<file path="src/rtl/fetch_stage.sv">
// fetch_stage: decoupled instruction fetch with a small in-order buffer.
// Requests are credit-limited so every response has a free buffer slot.
module fetch_stage #(
  parameter logic [31:0] RESET_PC = 32'h0000_0000,
  parameter int          DEPTH    = 2
) (
  input  logic        clk,
  input  logic        rst_n,
  input  logic        stall,
  input  logic        redirect,
  input  logic [31:0] pcTarget,
  output logic        imem_req_valid,
  input  logic        imem_req_ready,
  output logic [31:0] imem_addr,
  input  logic        imem_rsp_valid,
  input  logic [31:0] imem_rsp_data,
  output logic [31:0] pcF,
  output logic [31:0] pcPlus4F,
  output logic [31:0] instrF,
  output logic        validF
);

  localparam int AW = $clog2(DEPTH);
  localparam int CW = AW + 1;
  localparam logic [CW:0] LIMIT = (CW+1)'(DEPTH);

  logic [31:0]   reqPC;
  logic [31:0]   rspPC;
  logic [CW-1:0] outstanding;
  logic [CW-1:0] drop;
  logic [CW-1:0] count;
  logic [AW-1:0] wr_ptr;
  logic [AW-1:0] rd_ptr;
  logic [31:0]   pc_mem    [DEPTH];
  logic [31:0]   instr_mem [DEPTH];

  logic [CW:0] credit;
  logic        req_fire;
  logic        rsp_ok;
  logic        push;
  logic        pop;

  // Responses still in flight hold a slot just like buffered entries.
  assign credit = {1'b0, outstanding} + {1'b0, count};

  assign imem_req_valid = !redirect && (credit < LIMIT);
  assign imem_addr      = reqPC;

  assign req_fire = imem_req_valid && imem_req_ready;
  assign rsp_ok   = imem_rsp_valid && (outstanding != '0);
  assign push     = rsp_ok && (drop == '0) && !redirect;

  assign validF = (count != '0);
  assign pop    = validF && !stall && !redirect;

  // Head fields, forced to zero so an empty buffer reads as a NOP.
  always_comb begin
    pcF      = 32'h0;
    pcPlus4F = 32'h0;
    instrF   = 32'h0;
    if (validF) begin
      pcF      = pc_mem[rd_ptr];
      pcPlus4F = pc_mem[rd_ptr] + 32'd4;
      instrF   = instr_mem[rd_ptr];
    end
  end

  // Request and response PCs; a redirect restarts both streams.
  always_ff @(posedge clk or negedge rst_n) begin
    if (!rst_n) begin
      reqPC <= RESET_PC;
      rspPC <= RESET_PC;
    end else if (redirect) begin
      reqPC <= pcTarget;
      rspPC <= pcTarget;
    end else begin
      if (req_fire) reqPC <= reqPC + 32'd4;
      if (push)     rspPC <= rspPC + 32'd4;
    end
  end

  // In-flight request count; accept and return together cancel out.
  always_ff @(posedge clk or negedge rst_n) begin
    if (!rst_n) begin
      outstanding <= '0;
    end else begin
      unique case ({req_fire, rsp_ok})
        2'b10:   outstanding <= outstanding + CW'(1);
        2'b01:   outstanding <= outstanding - CW'(1);
        default: outstanding <= outstanding;
      endcase
    end
  end

  // Stale responses to skip; a response in the redirect cycle is already gone.
  always_ff @(posedge clk or negedge rst_n) begin
    if (!rst_n) begin
      drop <= '0;
    end else if (redirect) begin
      drop <= outstanding - CW'(rsp_ok);
    end else if (rsp_ok && (drop != '0)) begin
      drop <= drop - CW'(1);
    end
  end

  // Buffer pointers and occupancy; a redirect flushes everything.
  always_ff @(posedge clk or negedge rst_n) begin
    if (!rst_n) begin
      wr_ptr <= '0;
      rd_ptr <= '0;
      count  <= '0;
    end else if (redirect) begin
      wr_ptr <= '0;
      rd_ptr <= '0;
      count  <= '0;
    end else begin
      if (push) wr_ptr <= wr_ptr + AW'(1);
      if (pop)  rd_ptr <= rd_ptr + AW'(1);
      unique case ({push, pop})
        2'b10:   count <= count + CW'(1);
        2'b01:   count <= count - CW'(1);
        default: count <= count;
      endcase
    end
  end

  // Buffer storage needs no reset; occupancy gates every read.
  always_ff @(posedge clk) begin
    if (push) begin
      pc_mem[wr_ptr]    <= rspPC;
      instr_mem[wr_ptr] <= imem_rsp_data;
    end
  end

endmodule

</file>
<file path="config.mk">
export PLATFORM = sky130hd
export DESIGN_NAME = fetch_stage
export DESIGN_NICKNAME = d
export VERILOG_FILES = /design/src/rtl/fetch_stage.sv
export SDC_FILE = /design/constraint.sdc
export NUM_CORES = 1
export LEC_CHECK = 0
export ABC_AREA = 0
export CORE_AREA = 10 10 148 150
export CTS_CLUSTER_DIAMETER = 60
export DETAILED_ROUTE_END_ITERATION = 16
export DIE_AREA = 0 0 158 160
export PLACE_DENSITY = 0.8
export SYNTH_ARGS = -nofsm -noshare
export SYNTH_HDL_FRONTEND = slang
export SYNTH_SLANG_ARGS = --single-unit
</file>
<file path="constraint.sdc">
create_clock -name clk -period 6.9 [get_ports clk]
set_input_delay 1.035 -clock clk [delete_from_list [all_inputs] [get_ports clk]]
set_output_delay 1.035 -clock clk [all_outputs]
set_load 0.1 [all_outputs]
</file>
== After elaboration in Yosys (flattened, before gate mapping) ==
Memories as Yosys holds them, arrays and structs flattened.
Cells that the tools add are included.
Widths: inputs -> output; s select.
Word-level totals
  register bits: 72
  logic and storage cells: 64
  bits of input ports: 70
  memories kept: 2
  memory bits (writable): 128
  output and inout bits: 130
Memories
  instr_mem: depth 2, bits a word 32, rd ports 1, clocked after memory_dff 0, wr ports 1, line 35  | logic [31:0] instr_mem [DEPTH];
  pc_mem: depth 2, bits a word 32, rd ports 1, clocked after memory_dff 0, wr ports 1, line 34  | logic [31:0] pc_mem [DEPTH];
Cells by class
  mux-type cells: 18
  reduce and logical (&&, ||, !) cells: 20
  $lt $le $gt $ge: 1
  equality and inequality tests: 4
  add/subtract/negate cells: 12
Operators by type and width (count)
  $mux 32: 7
  $add 32x3->32 const B: 3
  $reduce_bool 2->1: 8
  $logic_and 1x1->1: 8
  $pmux 2 s2: 2
  $mux 1: 6
  $mux 2: 3
  $sub 2x1->2 const B: 3
  $add 2x1->2 const B: 2
  $eq 2x1->1 const B: 2
  $eq 2x2->1 const B: 2
  $add 2x2->3: 1
  $lt 3x2->1 const B: 1
  $reduce_bool 3->1: 1
  $add 1x1->1 const B: 2
  $logic_not 1->1: 2
  $logic_not 2->1: 1
  $sub 2x1->2: 1

== Depth between registers and ports, before layout ==
Gate-level depths: netlist (run 1).
  depth after elaboration: 7
  depth in mapped cells: 10
  depth with buffers taken out: 8

== Worst setup path after synthesis (run 1) ==
No wires, ideal clock.
  path type: input to register
  from: input port redirect
  to: memory instr_mem[0][0] (enable)
  setup time: 0.565 ns
  data arrival time: 5.822 ns
  slack: 0.513 ns
  buffers on the path: 2
  required time: 6.335 ns
  stages: 3
  cells stage by stage: clkbuf_1 > clkbuf_1 > nor3_1
Between the ends
  cells in the longest elaborated chain, start to end: 4
Ends and longest elaborated chain
  start: declaration: line 10  | input logic redirect,
  $logic_not 1->1: line 51  | assign push = rsp_ok && (drop == '0) && !redirect;
  $logic_and 1x1->1: line 51
  $mux 1: line 129  | if (push) begin
  $mux 1 (implied by the code): line 131  | instr_mem[wr_ptr] <= imem_rsp_data;
  end: declaration: line 35
No other way between the ends.

== Final worst setup path (run 1) ==
  from: register rd_ptr
  to: output port pcPlus4F[12]
Between the ends
  cells in the longest elaborated chain, start to end: 3
Ends and longest elaborated chain
  start: declaration: line 33  | logic [AW-1:0] rd_ptr;
  start signal: assignment: line 118  | if (pop) rd_ptr <= rd_ptr + AW'(1);
  $mem_v2 2x32
  $add 32x3->32: line 63  | pcPlus4F = pc_mem[rd_ptr] + 32'd4;
  $mux 32: line 61  | if (validF) begin
  end: declaration: line 18  | output logic [31:0] pcPlus4F,
No other way between the ends.

==> qor.txt, run 1 <==
Crit. End Element - output pin
Setup Total Neg Slack - 0 ns
Final nets - 1058
DRT iter0 DRCs - 470
met1 usage - 0.238
Die Y - 160 µm
R2R Path End - imem_addr[27]
Clock Skew - 0.0109 ns
vias in the first global route - 6796
maximum number of pins on one net before global-route repair - 73
Final setup viols - 0
cells on worst reg2reg path - 7
# Post-CTS Setup Buffers - 0
CP startpoint kind - flip-flop
synth unique cells - 54
#FFs+latches synth - 200
GRT Total Usage - 0.184
Synth async-reset ratio - 0.360
FP Rows - 51
Final Non-Filler Cells - 1232
arrival time of the worst setup path - 4.67 ns
via count - 6831
met3 usage in global routing - 0.0529
Hold Violations, Final - 0
Crit. Startpoint - rd_ptr
crit path buf inv count - 2
Die Area - 25300 µm²
dominant register cell in the synthesized netlist - edfxtp_1
ant diodes - 0
number of cells on the critical path - 8
initial antenna violation count - 0
Peak supply drop - 0.000280 V
max_slew headroom - 0.295
gr busiest metal - met2
Crit Path Category - flip-flop to output pin
CP max FO - 58
worst r2r src - outstanding[0]
Mapped Cells - 791
area grow syn2layout - 28.5%
clk root buf - clkbuf_16
detailed-router iteration count before antenna repair - 5
run status - finished, final reports clean
Synth Area per Inst - 12.2 µm²
synthesized area - 9680 µm²
vias per cell - 5.54
final RePlAce weighted congestion - 0.892
Clock Sink Count - 200
core area - 19100 µm²
Post-synth EDFFs - 128
WL final - 23600 µm
Worst-Skew Late Latency - 0.43 ns
DRT antenna net count - 0
post-CTS sizing - 0
flop2flop setup slack - 3.86 ns
Cell Pwr Density - 331 nW/µm²
met2 GRT Util - 0.295
fin crit share - 0.826
PortBufs - 199
first-pass GRT wire length - 37000 µm
CTS Buffer Depth - 2
Pins Over Slew Limit - 0
P_leak - 4.27 nW
grt ovf - 0
H-tree levels - 4
final hold slack - 0.482 ns
Worst Hold Class - flip-flop to flip-flop
Slowest cell on crit path - clkdlybuf4s50_1
worst hold start - rspPC[7]
DR WL/cell - 19.2 µm
worst slew pin tran - 1.05 ns
Starting Density - 0.507
CP required - 5.86 ns
Max Cap Viol - 0
boundary pin count - 200
Top delay family on crit path - buffers and inverters
Worst-path clk slew - 0.07 ns
fmax - 175 MHz
min Tclk post-route - 5.70 ns
placed insts - 1200
CP peak stage delay - 1.24 ns
RSZ-0062 raised after global routing - no
crit path cell chain - mux2_2, ha_1, inv_1, nor4_4, nand2_1, o31a_1, a311oi_1, clkdlybuf4s50_1
Worst Setup EP - pcPlus4F[12]
Post-Syn Nets - 868
Ys Warns - 0
layout cells sized above 1 - 0.101
die width - 158 µm
TritonCTS clock tree - done
CTS Hold Bufs - 0
Remaining DRCs - 0
post-synthesis sequential area ratio - 0.583
cts bufs inserted - 17
hpwl dp - 17300 µm
## cell families after synthesis
kind of cell	count (synthesis)	share of synthesized area
multiplexers	112	0.122
AND/OR/NAND/NOR	282	0.154
XOR/XNOR	73	0.0660
AO/OA/AOI/OAI	65	0.0423
flip-flops	200	0.583
adder cells (fa/ha/maj)	7	0.00982
buffers and inverters	52	0.0227
## where the power goes
part	internal (W)	switching (W)	leakage, nW	total, W
sequential	0.00139	0.000118	2.00	0.00151
combinational	0.000437	0.00123	2.00	0.00167
clock	0.000510	0.000426	0.265	0.000936
## Yosys cell counts, drive strengths merged, types with 6 or more instances
| cell type | n | area share |
|---|---|---|
| and4 | 8 | 0.0072 |
| and3 | 12 | 0.0078 |
| o21ai | 19 | 0.0098 |
| xnor2 | 56 | 0.051 |
| nand4b | 6 | 0.0054 |
| xor2 | 17 | 0.015 |
| ha | 6 | 0.0078 |
| nand2 | 40 | 0.016 |
| inv | 14 | 0.0054 |
| edfxtp | 128 | 0.40 |
| nor3 | 16 | 0.0083 |
| nor2 | 90 | 0.035 |
| buf | 17 | 0.0092 |
| nand3 | 30 | 0.016 |
| mux2 | 49 | 0.057 |
| nor4 | 9 | 0.0087 |
| and2 | 17 | 0.011 |
| mux2i | 63 | 0.065 |
| nand4 | 36 | 0.024 |
| clkbuf | 21 | 0.0081 |
| a21oi | 19 | 0.0098 |
| dfrtp | 72 | 0.19 |
## how the worst min path moves through the flow
stage                               to  slack (ns)  cells after the start
after global routing      pc_mem[0][7]        0.49                      0
after detailed placement  pc_mem[0][7]        0.46                      0
after global placement    pc_mem[1][7]        0.45                      0
final                     pc_mem[0][7]        0.48                      0
after CTS                 pc_mem[0][7]        0.47                      0
after floorplan           pc_mem[0][0]        0.44                      0
## per-stage QoR
| step | area (µm²) | total power [W] | setup slack [ns] | util |
|---|---|---|---|---|
| after floorplan | 9680 | 0.00280 | 0.513 | - |
| after global placement | 11900 | 0.00319 | 1.73 | 0.623 |
| after detailed placement | 11900 | 0.00321 | 1.63 | 0.623 |
| after CTS | 12400 | 0.00414 | 1.16 | 0.652 |
| after global routing | 12400 | 0.00428 | 0.993 | 0.652 |
| final | 12400 | 0.00412 | 1.20 | 0.652 |
## worst reg2reg max path, stage by stage (launching register included)
cell and delay [ns]:
dfrtp_1 0.46, and2_1 0.20, fa_1 0.47, nor3b_2 0.56, and4_1 0.62, nand4_1 0.19, xnor2_1 0.17, mux2_2 0.26
## registers in the layout (all words and copies together) (netlist names)
name and cells:
drop 2, outstanding 2, rspPC 32, rd_ptr 1, pc_mem 64, wr_ptr 1
count 2, imem_addr 32, instr_mem 64
## cell type report
cell class / count / area [µm²]
fill: 1488 / 6640
clock buffer: 22 / 454
inverter: 14 / 52.6
sequential: 200 / 5650
multi-input combinational: 539 / 3830
tap: 238 / 298
clock inverter: 10 / 98.8
timing repair buffer: 209 / 2060
## routing by layer
layer / wire, µm / share of wire
met4: 257 / 0.011
met5: 0 / 0
met3: 1830 / 0.077
met2: 11200 / 0.47
met1: 10400 / 0.44
## placed cells by master, fill, tap and decap left out, types with 5 or more instances in the layout
master           count
clkbuf_16           17
o21ai_0             19
o31ai_1              5
nand4_1             35
mux2_2              48
and2_1              17
nand3_1             30
nand2_1             40
buf_4               10
and3_1              11
o31a_1               5
mux2i_1             63
xnor2_1             56
ha_1                 6
and4_1               8
edfxtp_1           128
inv_1               13
nor3_1              15
a21oi_1             19
xor2_1              17
dfrtp_1             71
clkdlybuf4s50_1    198
nor4_1               6
nand4b_1             6
nor2_1              89
Note: power is estimated with default switching activity, not from simulation.
==> run 2, diff against run 1 <==
==> constraint.sdc (replaced) <==
create_clock -name clk -period 5.75 [get_ports clk]
set_input_delay 0.8625 -clock clk [delete_from_list [all_inputs] [get_ports clk]]
set_output_delay 0.8625 -clock clk [all_outputs]
set_load 0.1 [all_outputs]
==> qor.txt, run 2 (synthesized netlist as in run 1, its figures left out) <==
area grow syn2layout - 28.1%
Die Area - 25300 µm² (unchanged)
GRT Total Usage - 0.183 (-0.00113)
Peak supply drop - 0.000280 V (+0.32%)
die width - 158 µm (unchanged)
DRT antenna net count - 0 (unchanged)
worst slew pin tran - 1.07 ns (+0.0177 ns)
CTS Hold Bufs - 0 (unchanged)
via count - 6853 (+0.32%)
RSZ-0062 raised after global routing - no
ant diodes - 0 (unchanged)
TritonCTS clock tree - done
most frequent cells in the layout - 182 x clkdlybuf4s50_1, 128 x edfxtp_1, 89 x nor2_1
H-tree levels - 4 (unchanged)
Cell Pwr Density - 398 nW/µm² (+20%)
cts bufs inserted - 17 (unchanged)
layout cells sized above 1 - 0.119 (+0.0183)
# Post-CTS Setup Buffers - 0 (unchanged)
CP peak stage delay - 0.97 ns (-0.27 ns)
post-CTS sizing - 0 (unchanged)
Max Cap Viol - 0 (unchanged)
vias in the first global route - 6926 (+1.9%)
cell mode on critical path - mux2_2
Slowest cell on crit path - clkdlybuf4s50_1
min Tclk post-route - 5.19 ns
Crit Path Category - flip-flop to output pin
Remaining DRCs - 0 (unchanged)
Clock Skew - 0.00787 ns (-0.00303 ns)
first-pass GRT wire length - 36900 µm (-0.39%)
Final Util - 0.650 (-0.00236)
Worst Hold Class - input port to asynchronous set/reset pin
placed insts - 1198 (-0.17%)
CP startpoint kind - flip-flop
Die Y - 160 µm (unchanged)
CTS Buffer Depth - 2 (unchanged)
max_slew headroom - 0.283 (-0.0118)
detailed-router iteration count before antenna repair - 5 (unchanged)
maximum number of pins on one net before global-route repair - 82 (+12%)
run status - finished, final reports clean
Worst-Skew Late Latency - 0.43 ns (about the same)
largest registers - instr_mem (64), pc_mem (64)
Starting Density - 0.507 (unchanged)
design area - 12400 µm² (-0.36%)
Layout fillers - 1443 (-3.0%)
clk root buf - clkbuf_16
PortBufs - 199 (unchanged)
boundary pin count - 200 (unchanged)
area post-placement - 11800 µm² (-0.41%)
Clock Sink Count - 200 (unchanged)
hpwl dp - 17300 µm (+0.20%)
WL final - 23800 µm (+0.66%)
grt ovf - 0 (unchanged)
crit path cell chain - mux2_2, ha_1, inv_1, nor4_4, nand2_1, nor3b_1, mux2_2, clkdlybuf4s50_1
fin crit share - 0.903
core area - 19100 µm² (unchanged)
Final setup viols - 0 (unchanged)
initial antenna violation count - 0 (unchanged)
arrival time of the worst setup path - 4.33 ns (-0.34 ns)
Setup Total Neg Slack - 0 ns (unchanged)
CP required - 4.89 ns (-0.97 ns)
DR WL/cell - 19.4 µm (+0.83%)
DRT iter0 DRCs - 414 (-12%)
FP Rows - 51 (unchanged)
vias per cell - 5.57 (+0.49%)
Pins Over Slew Limit - 0 (unchanged)
final RePlAce weighted congestion - 0.892 (about the same)
CP max FO - 62 (+6.9%)
commonest non-fill, non-tap cell in the layout - clkdlybuf4s50_1
P_leak - 4.31 nW (+1.0%)
Final Non-Filler Cells - 1230 (-0.16%)
Final nets - 1056 (-0.19%)
Crit. End Element - output pin
Worst-path clk slew - 0.07 ns (about the same)
fmax - 193 MHz
Hold Violations, Final - 0 (unchanged)
[run 2: metrics by stage]
step / setup WS (ns) / hold slack [ns] / power [W]
2_1_floorplan: 0.126 / 0.442 / 0.00335
3_3_place_gp: 1.08 / 0.450 / 0.00382
3_5_place_dp: 0.995 / 0.466 / 0.00384
4_1_cts: 0.528 / 0.384 / 0.00497
5_1_grt: 0.352 / 0.402 / 0.00512
6_report: 0.560 / 0.370 / 0.00494
[run 2: metal layers]
metal | GRT usage | vias up | routed length, µm
met3 | 0.0441 | 28 | 1570
met4 | 0.0569 | 0 | 429
met1 | 0.239 | 3335 | 10600
li1 | - | 3280 | -
met5 | 0 | - | 0
met2 | 0.293 | 210 | 11200
[run 2: area by class of cell]
type	instances	area (µm²)	area share
clock inverter	12	85.1	0.00686
multi-input combinational	539	3830	0.309
tap	238	298	0.0240
sequential	200	5650	0.456
clock buffer	20	472	0.0380
timing repair buffer	207	2010	0.162
inverter	14	52.6	0.00424
[run 2: where the power goes]
group,internal [W],switching [W]
logic,0.000514,0.00148
clock network,0.000602,0.000521
registers,0.00167,0.000140
[run 2: worst max-delay path, delay by kind of cell, from the launching register on]
family	cells	cell delay (ns)
and+or+nand+nor	3	1.10
buffers and inverters	2	1.06
DFF	1	0.91
muxes	2	0.68
adders and majority gates	1	0.14
[run 2: path summary, 6_finish.rpt]
| check | depth (start not counted) | slack [ns] | start | endpoint |
|---|---|---|---|---|
| max | 8 | 0.56 | rd_ptr | pcPlus4F[30] |
| min | 1 | 0.37 | rst_n | imem_addr[21] |
| max reg2reg | 7 | 2.75 | outstanding[0] | imem_addr[27] |
| min reg2reg | 0 | 0.48 | rspPC[0] | pc_mem[0][0] |
| max in group asynchronous | 2 | 4.24 | rst_n | rd_ptr |
| min in group clk | 0 | 0.48 | rspPC[0] | pc_mem[0][0] |
